**src/rtl/mismatch_monitor.sv**
```systemverilog
// Mismatch monitor: flags qualified A/B differences, accumulates them
// into a saturating count, and raises a sticky alarm at a threshold.
//
// Ports:
//   Clock    rising-edge clock
//   Reset_b  asynchronous active-low reset
//   A, B     WIDTH-bit operands compared bitwise
//   C        qualify term, active high
//   D        qualify term, active low
//   Clear    synchronous clear of Count, Alarm and State
//   F        registered qualified-mismatch flag (ignores Clear)
//   Count    CNT_W-bit saturating accumulator
//   Alarm    sticky flag, set once Count reaches THRESH
//   State    FSM state: 00 idle, 01 counting, 10 alarm
module mismatch_monitor #(
  parameter int WIDTH  = 4,
  parameter int CNT_W  = 8,
  parameter int MODE   = 0,
  parameter int THRESH = 16
) (
  input  logic             Clock,
  input  logic             Reset_b,
  input  logic [WIDTH-1:0] A,
  input  logic [WIDTH-1:0] B,
  input  logic             C,
  input  logic             D,
  input  logic             Clear,
  output logic             F,
  output logic [CNT_W-1:0] Count,
  output logic             Alarm,
  output logic [1:0]       State
);

  typedef enum logic [1:0] {
    IDLE  = 2'b00,
    COUNT = 2'b01,
    ALARM = 2'b10
  } state_t;

  localparam logic [CNT_W-1:0] TH = CNT_W'(THRESH);

  logic             qual;
  logic [WIDTH-1:0] diff;
  logic             mis;
  logic [CNT_W:0]   pc;
  logic [CNT_W:0]   inc;
  logic [CNT_W:0]   sum;
  logic [CNT_W-1:0] cnt_d;
  logic             hit;

  logic             f_q;
  logic [CNT_W-1:0] cnt_q;
  logic             alarm_q;
  state_t           state_q;

  assign qual = C | ~D;
  assign diff = A ^ B;
  assign mis  = qual & (|diff);

  always_comb begin
    pc = '0;
    for (int i = 0; i < WIDTH; i++) begin
      pc = pc + {{CNT_W{1'b0}}, diff[i]};
    end
  end

  always_comb begin
    inc = '0;
    if (MODE == 0) begin
      inc = {{CNT_W{1'b0}}, mis};
    end else if (qual) begin
      inc = pc;
    end
  end

  // Sum carries one extra bit so saturation can see the overflow.
  assign sum   = {1'b0, cnt_q} + inc;
  assign cnt_d = sum[CNT_W] ? '1 : sum[CNT_W-1:0];
  assign hit   = (cnt_d >= TH);

  always_ff @(posedge Clock or negedge Reset_b) begin
    if (!Reset_b) begin
      f_q     <= 1'b0;
      cnt_q   <= '0;
      alarm_q <= 1'b0;
      state_q <= IDLE;
    end else begin
      f_q <= mis;
      if (Clear) begin
        cnt_q   <= '0;
        alarm_q <= 1'b0;
        state_q <= IDLE;
      end else if (inc != '0) begin
        cnt_q <= cnt_d;
        if (hit) begin
          alarm_q <= 1'b1;
        end
        case (state_q)
          ALARM:   state_q <= ALARM;
          COUNT:   state_q <= hit ? ALARM : COUNT;
          // IDLE, and the unused 2'b11 encoding, behave as idle.
          default: state_q <= hit ? ALARM : COUNT;
        endcase
      end
    end
  end

  assign F     = f_q;
  assign Count = cnt_q;
  assign Alarm = alarm_q;
  assign State = state_q;

endmodule
```
**config.mk**
```make
export PLATFORM = sky130hd
export DESIGN_NAME = mismatch_monitor
export DESIGN_NICKNAME = d
export VERILOG_FILES = /design/src/rtl/mismatch_monitor.sv
export SDC_FILE = /design/constraint.sdc
export NUM_CORES = 1
export LEC_CHECK = 0
export ABC_CLOCK_PERIOD_IN_PS = 2000
export CORE_UTILIZATION = 47
export CTS_BUF_LIST = sky130_fd_sc_hd__clkbuf_4 sky130_fd_sc_hd__clkbuf_8
export CTS_CLUSTER_DIAMETER = 80
export DETAILED_ROUTE_END_ITERATION = 12
export PLACE_DENSITY = 0.81
export RECOVER_POWER = 25
export SYNTH_ARGS = -nofsm -noshare
export SYNTH_HDL_FRONTEND = slang
export SYNTH_SLANG_ARGS = --single-unit
```
**constraint.sdc**
```tcl
create_clock -name Clock -period 2 [get_ports Clock]
set_input_delay 0.2 -clock Clock [delete_from_list [all_inputs] [get_ports Clock]]
set_output_delay 0.2 -clock Clock [all_outputs]
set_load 0.01 [all_outputs]
```
Word level (Yosys, flattened, before mapping)
Index checks and enable logic that the tools add are counted.
{"block": "op_classes", "add_sub_neg": 1, "order_cmp": 1, "eq_ne": 1, "n_mux": 10, "n_bitwise": 4, "reduce_logical": 4}
{"operator": "8-bit 2-to-1 mux", "n": 3}
{"operator": "8-bit by 1-bit adder with 9-bit output", "n": 1}
{"operator": "8-bit by 5-bit greater-or-equal comparator with 1-bit output (second input constant)", "n": 1}
{"operator": "2-bit 2-to-1 mux", "n": 4}
{"operator": "2-bit nonzero test", "n": 2}
{"operator": "4-bit OR reduction", "n": 1}
{"operator": "4-bit XOR", "n": 1}
{"operator": "1-bit 2-to-1 mux", "n": 3}
{"operator": "2-bit equality test (second input constant)", "n": 1}
{"operator": "2-bit AND reduction", "n": 1}
{"operator": "1-bit AND", "n": 1}
{"operator": "1-bit NOT", "n": 1}
{"operator": "1-bit bitwise OR", "n": 1}
{"block": "word_totals", "ff_bits": 12, "input_bits": 13, "output_inout_bits": 12, "wordCells": 25}

Logic depth before layout (Yosys ltp)
Gate-level depths: netlist of the first run.
{"block": "logic_depth", "depth_word": 10, "depth_mapped": 9, "depth_no_buf": 8}

Worst setup path after synthesis of the first run
Ideal clock, no wire load.
{"block": "synth_path", "kind": "input to register", "start": "input port B[2]", "end": "register state_q[0] (netlist: State[0])", "setup_time_ns": 0.094, "t_arrival_ns": 1.942, "required_time_ns": 1.906, "path_slack_ns": -0.036, "path_stages": 9, "n_path_buf": 1, "cell_sequence": "xnor2_1 -> a41oi_2 -> buf_4 -> ha_1 -> ha_1 -> and3_2 -> nor4_1 -> o22ai_1 -> a211oi_1"}
{"block": "synth_between", "elab_chain_len": 10, "word_cells_on_any_way": 11, "cone_classes": "1 x add/sub; 1 x order compare; 5 x mux; 2 x bitwise; 2 x reduce/logical"}
{"element": "start: declaration", "line": "24", "rtl": "input logic [WIDTH-1:0] B,"}
{"element": "4-bit XOR (*)", "line": "57", "rtl": "assign diff = A ^ B;"}
{"element": "4-bit OR reduction (*)", "line": "58", "rtl": "assign mis = qual & (|diff);"}
{"element": "1-bit AND (*)", "line": "58"}
{"element": "via mis", "line": "44", "rtl": "logic mis;"}
{"element": "8-bit by 1-bit adder with 9-bit output", "line": "77", "rtl": "assign sum = {1'b0, cnt_q} + inc;"}
{"element": "8-bit 2-to-1 mux", "line": "78", "rtl": "assign cnt_d = sum[CNT_W] ? '1 : sum[CNT_W-1:0];"}
{"element": "8-bit by 5-bit greater-or-equal comparator with 1-bit output", "line": "79", "rtl": "assign hit = (cnt_d >= TH);"}
{"element": "2-bit 2-to-1 mux", "line": "100, 102"}
{"element": "2-bit 2-to-1 mux"}
{"element": "2-bit 2-to-1 mux", "line": "93", "rtl": "end else if (inc != '0) begin"}
{"element": "2-bit 2-to-1 mux", "line": "89", "rtl": "if (Clear) begin"}
{"element": "end signal: assignment", "line": "100", "rtl": "COUNT: state_q <= hit ? ALARM : COUNT;"}
{"element": "end signal: assignment", "line": "102", "rtl": "default: state_q <= hit ? ALARM : COUNT;"}
{"element": "end: declaration", "line": "54", "rtl": "state_t state_q;"}
The timed path passes the listed nets; every way through them passes the cells marked *. The select of a mux whose other input is x is not followed.
A chain may end at the register's enable or synchronous reset.

Final worst setup path of the first run
{"block": "layout_path", "start": "input port D", "end": "register state_q[0] (netlist: State[0])"}
{"block": "layout_between", "elab_chain_len": 10, "word_cells_on_any_way": 11, "cone_classes": "1 x add/sub; 1 x order compare; 5 x mux; 3 x bitwise; 1 x reduce/logical"}
{"element": "start: declaration", "line": "26", "rtl": "input logic D,"}
{"element": "1-bit NOT (*)", "line": "56", "rtl": "assign qual = C | ~D;"}
{"element": "1-bit bitwise OR (*)", "line": "56"}
{"element": "1-bit AND (*)", "line": "58"}
{"element": "8-bit by 1-bit adder with 9-bit output", "line": "77"}
{"element": "8-bit 2-to-1 mux", "line": "78"}
{"element": "8-bit by 5-bit greater-or-equal comparator with 1-bit output", "line": "79"}
{"element": "2-bit 2-to-1 mux", "line": "100, 102"}
{"element": "2-bit 2-to-1 mux"}
{"element": "2-bit 2-to-1 mux", "line": "93"}
{"element": "2-bit 2-to-1 mux", "line": "89"}
Mark *: on every way between the ends. The rest lies on a longest branch, timed or not. The select of a mux whose other input is x is not followed.

==> results of run 1 <==
==> layer usage <==
layer  up-vias  global-route usage [%]  wire length (um)
met5         -                       0                 0
met1       356                    29.2               821
met4         0                    6.88                46
met3         6                    6.03                92
li1        351                       -                 -
met2        21                    38.5              1090
==> area by class of cell <==
class / instances / share of cell area (%)
clock buffers: 4 / 3.05
well taps: 16 / 1.68
multi-input cells: 57 / 43.1
repair buffers: 31 / 26.3
flip-flops and latches: 12 / 25.3
inverters: 2 / 0.632
==> sequential cells by signal, indices dropped and copies added (netlist names) <==
register and cells:
Alarm 1, F 1, Count 8, State 2
==> where the power goes <==
part / internal (mW) / switching, mW / leakage, nW
Clock: 0.111 / 0.0913 / 0.0210
Combinational: 0.0712 / 0.0595 / 0.386
Sequential: 0.252 / 0.0124 / 0.160
==> cell families (layout without fill, tap and decap cells) <==
kind of cell	Yosys count	after routing	synth area share [%]
AND/OR/NAND/NOR	27	27	23.8
AO/OA/AOI/OAI	24	24	24.3
flip-flops	12	12	39.1
buffers and inverters	6	37	5.05
XOR/XNOR	4	4	4.56
adder cells (fa/ha/maj)	2	2	3.26
==> through the flow <==
stage	instances	setup TNS, ns	power (mW)	setup slack, ns
floorplan	75	0	0.324	0.00793
global route	122	-0.0592	0.628	-0.0202
finish	122	0	0.597	0.0842
detailed placement	118	-2.61	0.385	-0.347
CTS	122	0	0.589	0.00667
global placement	118	-2.03	0.383	-0.274
==> worst min path at each step <==
stage	cells after the start	to	start	slack, ns
finish	1	Alarm	Reset_b	0.35
global route	1	Count[7]	Reset_b	0.40
floorplan	0	Alarm	Reset_b	-0.1
detailed placement	2	Alarm	Alarm	0.53
global placement	2	Alarm	Alarm	0.54
CTS	1	Count[7]	Reset_b	0.30
==> critical path: cells and delay by family <==
| family | cells | cell delay (ns) |
|---|---|---|
| simple gates | 3 | 0.63 |
| fa+ha+maj | 2 | 0.37 |
| compound gates | 3 | 0.48 |
| buf+inv | 1 | 0.41 |
==> cell usage in the layout (no fill, tap or decap), drive strengths merged, types with 3 or more instances in the layout <==
cell,netlist,final
clkdlybuf4s50,0,15
xnor2,4,4
dfrtp,12,12
nor2,7,7
a311oi,3,3
clkbuf,0,4
nor3,3,3
nor2b,3,3
buf,4,7
dlymetal6s2s,0,8
a21oi,8,8
a211oi,4,4
==> what timing repair did <==
item	in CTS	in global routing
setup buffers	0	0
setup endpoints to repair	3	10
resized for setup	5	16
pin swaps	2	3
==> impl_metrics.tcl, run 1 <==
set metrics [dict create \
    cts-root-buf "clkbuf_4" \
    fin_util_pct 78.0 \
    hold_violations 0 \
    wl_per_cell_um 16.8 \
    yosys_warnings 0 \
    netlist-cell-type-count 34 \
    crit_start "D" \
    crit_required_ns 2.18 \
    cp-start-kind "primary input" \
    power_density_mw_per_mm2 503 \
    totalWireLength_um 2050 \
    start_util_pct 50.4 \
    r2r-end "State[1]" \
    cap_violations 0 \
    place_area_mm2 0.00106 \
    relSlewSlack_pct 60.9 \
    io_pins 25 \
    cpPeakStageDelay_ns 0.41 \
    die_h_um 42.4 \
    port_buffers 24 \
    r2r_setup_slack_ns 0.35 \
    max_slew.worst_pin.slew_ns 0.585 \
    vias 734 \
    worst-path-max-fanout 4 \
    status "finished clean" \
    dr.pass1.iters 4 \
    cp-end-kind "flip-flop" \
    die_w_um 42.4 \
    clock-sinks 12 \
    grt_usage_pct 23.1 \
    synthFlopType "dfrtp_1" \
    syn_to_final_growth_pct 54.7 \
    ff2ff_path_depth 6 \
    vias_per_cell 6.02 \
    min-delay-path-class "in -> async" \
    p_leak_nw 0.567 \
    rr_startpoint "Count[0]" \
    max_freq_ghz 0.522 \
    fin_area_mm2 0.00119 \
    grt_pass1_wl_um 3130 \
    filler_cell_count 97 \
    drtIter0Drc 15 \
    grt_pass1_vias 695 \
    multi_input_area_um2 512 \
    yosys.area.top_type_share_pct 39.1 \
    synthTopCellsByCount "12 x dfrtp_1, 8 x a21oi_1, 7 x nor2_1, 4 x a211oi_1, 4 x xnor2_1" \
    clkLatencyLatePin_ns 0.28 \
    finalSetupViolCount 0 \
    crit_arrival_ns 2.10 \
    synthCells 75 \
    diodes 0 \
    routabilityCongestion 0.815 \
    yosysMostFrequentCell "dfrtp_1" \
    critPathCapture "State[0]" \
    cts_made_buffers 3 \
    grt-ovfl-total 0 \
    netlist_area_um2 768 \
    yosys_register_bits 12 \
    postSynthAreaPerCell_um2 10.2 \
    finalClockSkew_ns 0.00784 \
    crit_type "in -> reg" \
    row_count 14 \
    drive_gt1_share_pct 28.3 \
    cts_tree "done" \
    ys_async_sr_fraction_pct 100 \
    dpl.hpwl_um 1320 \
    clk_pin_slew_ns 0.09 \
    htreeDepth 1 \
    regArea_um2 300 \
    fin_crit_ns 1.92 \
    grt_max_degree 22 \
    yosysTopAreaCell "dfrtp_1" \
    synth_edf_count 0 \
    ctsHoldBuffers 0 \
    slowest_stage "clkdlybuf4s50_1" \
    whs_ns 0.350 \
    yosysSeqAreaShare_pct 39.1 \
    ant_nets 0 \
    syn-num-nets 90 \
    maxSlewViolCount 0 \
    cp_cell_sequence "clkdlybuf4s50_1 > nor2b_1 > a41oi_2 > ha_2 > ha_4 > and4_4 > and4_2 > o22ai_1 > a211oi_1" \
    dieArea_mm2 0.00180 \
    ir_worst_vdd_mv 0.357 \
    core-area_mm2 0.00152 \
    clockBufferDepth 2 \
    period_share_pct 95.8 \
    antenna_found_initial 0 \
    drcViolationCount 0 \
    synth_area_leaders "dfrtp_1 39%, a21oi_1 5.2%, xnor2_1 4.6%" \
    final_nets 122 \
]
Note: power is estimated with default switching activity, not from simulation.
==> run 2: changes to the inputs <==
- SETUP_SLACK_MARGIN: default -> 0.1
==> impl_metrics.tcl, run 2 (synthesis gave the netlist of run 1 again) <==
set metrics [dict create \
    crit_arrival_ns 1.96 \
    vias_per_cell 5.87 \
    antenna_found_initial 0 \
    whs_ns 0.353 \
    crit_family "compound AO/OA/AOI/OAI gates" \
    die_h_um 42.4 \
    finalClockSkew_ns 0.00227 \
    mostFrequentLayoutCell "clkdlybuf4s50_1" \
    combPwrFrac_pct 23.1 \
    wl_per_cell_um 15.5 \
    crit_required_ns 2.17 \
    clk_pin_slew_ns 0.07 \
    min-delay-path-class "in -> async" \
    rr_startpoint "Count[5]" \
    worst-path-buf-inv 1 \
    power_density_mw_per_mm2 470 \
    p_leak_nw 0.455 \
    period_share_pct 89.5 \
    die_w_um 42.4 \
    hold_violations 0 \
    cts_tree "done" \
    fin_setup_tns_ns 0 \
    cp-end-kind "flip-flop" \
    cap_violations 0 \
    ff2ff_path_depth 4 \
    vias 716 \
    slowest_stage "a41oi_2" \
    port_buffers 24 \
    crit_type "in -> reg" \
    path_common_cell "ha_4" \
    row_count 14 \
    ir_worst_vdd_mv 0.472 \
    clockBufferDepth 2 \
    max_freq_ghz 0.559 \
    maxSlewViolCount 0 \
    total_power_mw 0.529 \
    power_frac_clock_pct 26.7 \
    drtIter0Drc 15 \
    largest_reg_flops 8 \
    drive_gt1_share_pct 24.5 \
    worst_slack_ns 0.210 \
    syn_to_final_growth_pct 46.4 \
    mostFrequentLayoutCells "13 x clkdlybuf4s50_1, 12 x dfrtp_1, 10 x dlygate4sd2_1" \
    clkLatencyLatePin_ns 0.26 \
    fin_util_pct 73.8 \
    rsz0062_at_grt "false" \
    dieArea_mm2 0.00180 \
    dpl.hpwl_um 1360 \
    start_util_pct 50.4 \
    power.switching_mw 0.141 \
    dp_slack_ns -0.277 \
    fin_crit_ns 1.79 \
    cts_made_buffers 3 \
    relSlewSlack_pct 63.9 \
    max_slew.worst_pin.slew_ns 0.540 \
    worst-path-max-fanout 4 \
    grt_usage_pct 24.1 \
    grt-ovfl-total 0 \
    final_nets 123 \
    ctsHoldBuffers 0 \
    grt_pass1_wl_um 3260 \
    cp_num_cells 9 \
    clock-sinks 12 \
    routabilityCongestion 0.873 \
    drcViolationCount 0 \
    crit_start "A[1]" \
    ant_nets 0 \
    htreeDepth 1 \
    seqPwrFrac_pct 50.1 \
    dr.pass1.iters 4 \
    filler_cell_count 122 \
    grt_max_degree 22 \
    status "finished clean" \
    io_pins 25 \
    diodes 0 \
    core-area_mm2 0.00152 \
    grt_pass1_vias 748 \
    totalWireLength_um 1890 \
    cts-root-buf "clkbuf_4" \
    swShare_pct 26.6 \
    cpPeakStageDelay_ns 0.28 \
    cp_cell_sequence "dlygate4sd2_1 > xnor2_1 > a41oi_2 > ha_4 > ha_4 > and4_4 > nor4b_4 > o22ai_1 > a211oi_1" \
    finalSetupViolCount 0 \
    internal_power_mw 0.388 \
    cp-start-kind "primary input" \
]
run 2: cell count changes in the layout (fill, tap and decap cells not counted), sizes merged:
cell / previous run / this run
clkdlybuf4s50: 15 / 13
clkbuf: 4 / 3
dlymetal6s2s: 8 / 0
buf: 7 / 8
dlygate4sd2: 0 / 10
run 2: power by group through the flow:
stage                     combinational (mW)  clock (mW)  sequential [mW]
after detailed placement               0.124           0            0.270
after CTS                              0.124       0.149            0.265
after global placement                 0.119           0            0.269
final                                  0.122       0.141            0.265
after global routing                   0.134       0.163            0.266
after floorplan                       0.0609           0            0.274
run 2: layer usage:
metal / vias to the layer above / share of wire (%) / track usage [%]
met5: - / 0 / 0
met4: 0 / 0.69 / 6.88
met3: 2 / 3.1 / 6.47
met2: 13 / 54 / 41.2
met1: 352 / 42 / 29.7
li1: 349 / - / -
run 2: area by class of cell:
class / count / area (um2) / area share [%]
sequential: 12 / 300 / 26.7
tap: 16 / 20.0 / 1.78
multi-input combinational: 57 / 487 / 43.3
timing repair buffer: 32 / 288 / 25.6
clock buffer: 3 / 22.5 / 2.00
inverter: 2 / 7.51 / 0.667
run 2: repair_timing:
item / in CTS / in global routing
setup buffers: 2 / 0
endpoints found under the setup margin: 4 / 0
gates resized for setup: 15 / 0
run 2: through the flow:
stage          instances  area (um2)
3_3_place_gp         117        1080
5_1_grt              122        1120
3_5_place_dp         117        1080
6_report             122        1120
4_1_cts              122        1120
2_1_floorplan         75         812
run 2: final timing paths:
kind,endpoint,slack [ns]
hold reg to reg,Alarm,0.54
hold / removal,Count[2],0.35
max in group asynchronous,Alarm,1.29
setup / recovery,State[0],0.21
min in group Clock,Alarm,0.54
setup reg to reg,Count[5],0.41
